File: config.mk
export PLATFORM = sky130hd
export DESIGN_NAME = decode
export DESIGN_NICKNAME = d
export VERILOG_FILES = /design/src/rtl/decode.sv
export SDC_FILE = /design/constraint.sdc
export NUM_CORES = 2
export LEC_CHECK = 0
export ABC_AREA = 0
export BUFFER_PORTS_ARGS = -buffer_cell sky130_fd_sc_hd__buf_4
export CAP_MARGIN = 15
export CORE_MARGIN = 8
export CORE_UTILIZATION = 45
export CTS_BUF_LIST = sky130_fd_sc_hd__clkbuf_4
export DETAILED_ROUTE_END_ITERATION = 10
export PLACE_DENSITY = 0.68
export SYNTH_ARGS = -nofsm -noshare
export SYNTH_HDL_FRONTEND = slang
export SYNTH_SLANG_ARGS = --single-unit
export TNS_END_PERCENT = 1
File: constraint.sdc
create_clock -name clk_in -period 4.1 [get_ports clk_in]
set_input_delay 0.82 -clock clk_in [delete_from_list [all_inputs] [get_ports clk_in]]
set_output_delay 0.82 -clock clk_in [all_outputs]
set_load 0.01 [all_outputs]
File: src/rtl/decode.sv
// ---------------------------------------------------------------------------
// decode -- MIPS instruction-decode stage.
//
// This stage takes each instruction word returned for the PC that fetch
// issued. It decodes the fields, reads the 32x32 register file and drives a
// registered ID/EX bundle to execute. It also detects load-use hazards and
// stalls fetch. Writeback from the last stage enters through the wb_* port.
//
// Internally there are two register levels:
//   ID latch : insn / pc / valid captured from fetch
//   ID/EX    : every output except stall_out
//
// Ports
//   clk_in, rst_n_in        stage clock, asynchronous active-low reset
//   insn_in, pc_in          instruction word and its PC from fetch/memory
//   insn_valid_in           insn_in/pc_in valid this cycle
//   stall_in                downstream stall, freezes the whole stage
//   wb_en_in/addr/data      register-file write port
//   stall_out               combinational stall to fetch (hazard | stall_in)
//   valid_out .. jump_out   registered ID/EX bundle
//
// Build option
//   DECODE_WB_BYPASS_EN  when defined, a same-cycle writeback to rs/rt is
//                        forwarded into rs_data_out/rt_data_out. Otherwise the
//                        new value is visible one edge later.
// ---------------------------------------------------------------------------
module decode #(
    parameter logic [31:0] NOP_INSN = 32'h0000_0000,
    parameter logic [31:0] RESET_PC = 32'h8002_0000
) (
    input  logic        clk_in,
    input  logic        rst_n_in,
    input  logic [31:0] insn_in,
    input  logic [31:0] pc_in,
    input  logic        insn_valid_in,
    input  logic        stall_in,
    input  logic        wb_en_in,
    input  logic [4:0]  wb_addr_in,
    input  logic [31:0] wb_data_in,
    output logic        stall_out,
    output logic        valid_out,
    output logic [31:0] pc_out,
    output logic [31:0] insn_out,
    output logic [5:0]  opcode_out,
    output logic [5:0]  funct_out,
    output logic [4:0]  shamt_out,
    output logic [4:0]  rs_addr_out,
    output logic [4:0]  rt_addr_out,
    output logic [4:0]  dest_addr_out,
    output logic [31:0] rs_data_out,
    output logic [31:0] rt_data_out,
    output logic [31:0] imm_out,
    output logic        reg_write_out,
    output logic        mem_read_out,
    output logic        mem_write_out,
    output logic        branch_out,
    output logic        jump_out
);

    typedef struct packed {
        logic        valid;
        logic [31:0] pc;
        logic [31:0] insn;
        logic [5:0]  opcode;
        logic [5:0]  funct;
        logic [4:0]  shamt;
        logic [4:0]  rs_addr;
        logic [4:0]  rt_addr;
        logic [4:0]  dest_addr;
        logic [31:0] rs_data;
        logic [31:0] rt_data;
        logic [31:0] imm;
        logic        reg_write;
        logic        mem_read;
        logic        mem_write;
        logic        branch;
        logic        jump;
    } idex_t;

    // ID latch
    logic [31:0] insn_q, insn_d;
    logic [31:0] pc_q,   pc_d;
    logic        vld_q,  vld_d;

    // ID/EX register
    idex_t idex_q, idex_d, dec, bubble;

    logic [31:0] rf_q [32];

    logic [5:0]  op;
    logic [4:0]  rs, rt, rd;
    logic        uses_rt, hazard;
    logic [31:0] rs_rdata, rt_rdata, imm_ext;
    logic signed [15:0] imm_s;
    logic signed [31:0] imm_sext;

    assign op  = insn_q[31:26];
    assign rs  = insn_q[25:21];
    assign rt  = insn_q[20:16];
    assign rd  = insn_q[15:11];

    // Only andi/ori/xori zero-extend; everything else (lui included) sign-extends.
    assign imm_s    = insn_q[15:0];
    assign imm_sext = imm_s;
    assign imm_ext  = (op >= 6'h0C && op <= 6'h0E) ? {16'h0000, insn_q[15:0]} : imm_sext;

    // Register-file read; r0 is hardwired to zero.
    always_comb begin
        rs_rdata = (rs == 5'd0) ? 32'h0 : rf_q[rs];
        rt_rdata = (rt == 5'd0) ? 32'h0 : rf_q[rt];
`ifdef DECODE_WB_BYPASS_EN
        if (wb_en_in && wb_addr_in != 5'd0 && wb_addr_in == rs) rs_rdata = wb_data_in;
        if (wb_en_in && wb_addr_in != 5'd0 && wb_addr_in == rt) rt_rdata = wb_data_in;
`endif
    end

    // rt is a true source only for R-type, beq/bne and sw; for I-type ALU ops
    // and lw it is the destination and must not trigger a stall.
    assign uses_rt = (op == 6'h00) || (op == 6'h04) || (op == 6'h05) || (op == 6'h2B);
    assign hazard  = valid_out && mem_read_out && (dest_addr_out != 5'd0) &&
                     ((dest_addr_out == rs) || ((dest_addr_out == rt) && uses_rt));
    assign stall_out = hazard | stall_in;

    always_comb begin
        dec           = '0;
        dec.valid     = vld_q;
        dec.pc        = pc_q;
        dec.insn      = insn_q;
        dec.opcode    = op;
        dec.funct     = insn_q[5:0];
        dec.shamt     = insn_q[10:6];
        dec.rs_addr   = rs;
        dec.rt_addr   = rt;
        dec.rs_data   = rs_rdata;
        dec.rt_data   = rt_rdata;
        dec.imm       = imm_ext;
        // Invalid latch contents leave every control bit and dest at zero.
        if (vld_q) begin
            case (op)
                6'h00: begin
                    if (insn_q[5:0] == 6'h08) begin
                        dec.jump = 1'b1;
                    end else begin
                        dec.reg_write = 1'b1;
                        dec.dest_addr = rd;
                    end
                end
                6'h02: dec.jump = 1'b1;
                6'h03: begin
                    dec.jump      = 1'b1;
                    dec.reg_write = 1'b1;
                    dec.dest_addr = 5'd31;
                end
                6'h04, 6'h05: dec.branch = 1'b1;
                6'h08, 6'h09, 6'h0A, 6'h0B, 6'h0C, 6'h0D, 6'h0E, 6'h0F: begin
                    dec.reg_write = 1'b1;
                    dec.dest_addr = rt;
                end
                6'h23: begin
                    dec.mem_read  = 1'b1;
                    dec.reg_write = 1'b1;
                    dec.dest_addr = rt;
                end
                6'h2B: dec.mem_write = 1'b1;
                default: ;
            endcase
        end
    end

    always_comb begin
        bubble      = '0;
        bubble.insn = NOP_INSN;
        if (stall_in) begin
            idex_d = idex_q;
            insn_d = insn_q;
            pc_d   = pc_q;
            vld_d  = vld_q;
        end else if (hazard) begin
            idex_d = bubble;
            insn_d = insn_q;
            pc_d   = pc_q;
            vld_d  = vld_q;
        end else begin
            idex_d = dec;
            insn_d = insn_in;
            pc_d   = pc_in;
            vld_d  = insn_valid_in;
        end
    end

    always_ff @(posedge clk_in or negedge rst_n_in) begin
        if (!rst_n_in) begin
            insn_q <= NOP_INSN;
            pc_q   <= RESET_PC;
            vld_q  <= 1'b0;
            idex_q <= '0;
        end else begin
            insn_q <= insn_d;
            pc_q   <= pc_d;
            vld_q  <= vld_d;
            idex_q <= idex_d;
        end
    end

    // Writeback commits even while the stage is stalled.
    always_ff @(posedge clk_in or negedge rst_n_in) begin
        if (!rst_n_in) begin
            for (int i = 0; i < 32; i++) rf_q[i] <= 32'h0;
        end else if (wb_en_in && wb_addr_in != 5'd0) begin
            rf_q[wb_addr_in] <= wb_data_in;
        end
    end

    assign valid_out     = idex_q.valid;
    assign pc_out        = idex_q.pc;
    assign insn_out      = idex_q.insn;
    assign opcode_out    = idex_q.opcode;
    assign funct_out     = idex_q.funct;
    assign shamt_out     = idex_q.shamt;
    assign rs_addr_out   = idex_q.rs_addr;
    assign rt_addr_out   = idex_q.rt_addr;
    assign dest_addr_out = idex_q.dest_addr;
    assign rs_data_out   = idex_q.rs_data;
    assign rt_data_out   = idex_q.rt_data;
    assign imm_out       = idex_q.imm;
    assign reg_write_out = idex_q.reg_write;
    assign mem_read_out  = idex_q.mem_read;
    assign mem_write_out = idex_q.mem_write;
    assign branch_out    = idex_q.branch;
    assign jump_out      = idex_q.jump;

endmodule
==> metrics.cfg <==
[outcome]
status=finished, final reports clean

[final_layout]
final_core_util=0.516
n_fill_cell=11422
area_delta_synth_final_pct=14.1
regArea_mm2=0.0308
layout-drive-gt1-share=0.520
layout.cells.non_filler=6559
nets=4660
multiInputGateArea_mm2=0.0290
final_area_mm2=0.0707

[timing]
tightest_slew_ns=1.11
fin_crit_sh=0.957
relSlewSlack=0.261
fin_skew_ns=0.0632
drv_slew=0
report.final.setup_viol=0
tns_ns=0
rsz0062_at_grt=false
finalHoldViolCount=0
fmax_mhz=255
timing.hold.ws_ns=0.137
fin_crit_ns=3.92

[placed_design]
hpwl_um=113000
post_dp_cell_area_mm2=0.0658
placedCellCount=5910
portBuffers=304
gp_congestion=0.804

[global_route]
antenna_found_initial=12
grt_pass1_vias=43195
grt_pass1_wl_um=290000
grt_overflow=0
grt_max_degree=120
grt_usage=0.254

[synth]
yosysWarnings=0
async_reset_ff_frac=1.00
synth_cells=4203
synth_nets=4309
synth_flop_cell=dfrtp_1
synth.avg_cell_area_um2=14.7
synth-edff-count=0
synth_cell_types=49
synth.ff_latch_count=1229
yosysSeqAreaShare=0.497
netlist_area_mm2=0.0619

[critical_path]
start_kind=flop
cp_max_fo=10
reg2reg_slack_ns=0.86
critPathRequiredTime_ns=3.28
worstPathArrival_ns=3.10
crit_type=reg -> out
critPathCaptureType=output pin

[route]
drt_pass1_iterations=5
finalWirelength_um=192000
via_count=41399
vias_per_cell=6.31
antenna_left=0
drc=0
drt-wirelength-per-cell_um=29.3
drt_first_iter_violations=3703

[cts]
cts_tree=built
clk_pin_slew_worst_paths_ns=0.07
clock_path_buffers=4
clk_latency_ns=1.26
cts_root_buf=clkbuf_4
htree_levels=5
clkSinkCount=1229
numCtsBuffers=335

[floorplan]
num_rows=136
die-area_mm2=0.150
io_pins=305
die_y_um=387
die_x_um=387
start_util=0.452
core_mm2=0.137

[power]
p_leak_uw=0.0314
ir_worst_vdd_v=0.000316
pwr_density_cell_mw_per_mm2=488

[min_path]
hold_path.class=in -> reg

[flow_run]
max_cap_violations=0

[sequential cells by signal, indices dropped and copies added (netlist names), 5 cells and up]
| signal | cells |
|---|---|
| rf_q | 1024 |
| dest_addr_out | 5 |
| insn_q | 32 |
| pc_q | 32 |
| rt_data_out | 32 |
| rs_data_out | 32 |
| insn_out | 32 |
| pc_out | 32 |
[power by group]
part | leakage, µW | internal, µW | switching [µW]
logic | 0.0134 | 4530 | 3420
registers | 0.0157 | 14300 | 1760
clock network | 0.00233 | 5430 | 5020
[critical path, stage by stage (launching register included)]
cell,delay (ns)
dfrtp_1,0.44
or3_1,0.40
o311a_1,0.34
a41oi_4,0.14
buf_4,0.21
and2_4,0.17
inv_2,0.06
buf_4,0.14
[worst paths after layout]
| check | start | end | cells after the start |
|---|---|---|---|
| hold / removal | wb_data_in[0] | rf_q[928]$_DFFE_PN0P_ | 2 |
| hold reg to reg | rf_q[1019]$_DFFE_PN0P_ | rf_q[1019]$_DFFE_PN0P_ | 0 |
| setup / recovery | dest_addr_out[0]$_DFFE_PN0N_ | stall_out | 7 |
| min in group asynchronous | rst_n_in | insn_q[24]$_DFFE_PN0P_ | 2 |
| setup reg to reg | insn_q[24]$_DFFE_PN0P_ | rs_data_out[24]$_DFFE_PN0N_ | 7 |
| max in group asynchronous | rst_n_in | rs_data_out[16]$_DFFE_PN0N_ | 4 |
[repair_timing]
item | in CTS | in global routing
endpoints found under the hold margin | 1269 | 0
cloned | 1 | 0
setup buffers | 2 | 2
hold buffers | 96 | 0
setup endpoints to repair | 1 | 1
resized for setup | 0 | 1
[Yosys cell counts (all sizes together) (4+ instances only)]
| library cell | instances | area [µm²] |
|---|---|---|
| nand2b | 5 | 31.3 |
| a22o | 95 | 832 |
| inv | 4 | 15.0 |
| or3 | 5 | 31.3 |
| a22oi | 59 | 443 |
| nor3 | 7 | 35.0 |
| and2 | 5 | 31.3 |
| a21oi | 32 | 160 |
| a32o | 9 | 90.1 |
| mux2i | 229 | 2290 |
| and3 | 34 | 213 |
| nand2 | 116 | 435 |
| dfrtp | 1227 | 30700 |
| nand3 | 7 | 35.0 |
| buf | 224 | 1290 |
| nor2 | 23 | 86.3 |
| clkbuf | 299 | 1120 |
| mux2 | 1054 | 11900 |
| nand4b | 4 | 35.0 |
| nor2b | 10 | 62.6 |
| a221o | 6 | 60.1 |
| o21ai | 167 | 836 |
| a221oi | 100 | 876 |
| mux4 | 443 | 9980 |
| nor3b | 4 | 30.0 |
| xor2 | 8 | 70.1 |
[cells in the final DEF (no fill, tap or decap), types with 32 or more instances in the layout]
master	netlist	routed
dlygate4sd3_1	0	96
and3_1	34	33
nand2_1	116	105
clkinv_1	1	53
o21ai_0	167	167
mux2_2	1043	1043
a22oi_1	59	59
mux2i_1	229	229
a21oi_1	32	32
clkbuf_4	0	473
dfrtp_1	1227	1219
mux4_2	443	443
buf_12	0	40
a221oi_1	100	100
buf_4	66	399
a22o_1	95	95
[area by class of cell]
type / instances / share of cell area
antenna: 13 / 0.000460
clock buffer: 473 / 0.0502
clock inverter: 62 / 0.00448
inverter: 5 / 0.000266
multi-input combinational: 2447 / 0.410
sequential: 1229 / 0.436
tap: 1794 / 0.0318
timing repair buffer: 536 / 0.0675
[metal layers]
layer  wire [µm]  share of wire  GRT usage
met5           0              0          0
met2       89200           0.46      0.388
met4        5910          0.031     0.0944
met1       80400           0.42      0.347
met3       16800          0.087     0.0701
[cells by family after synthesis]
kind of cell / Yosys count / share of synthesized area
mux: 1726 / 0.390
flops: 1229 / 0.497
buf+inv: 528 / 0.0393
compound gates: 477 / 0.0548
simple gates: 233 / 0.0181
xor+xnor: 10 / 0.00141
[stage by stage]
step / setup WS, ns / power [µW]
finish: 0.176 / 34500
global route: 0.00678 / 36300
CTS: 0.00480 / 34700
detailed placement: 0.903 / 24100
global placement: 0.931 / 23800
floorplan: 1.40 / 21300
Note: power is estimated with default switching activity, not from simulation.
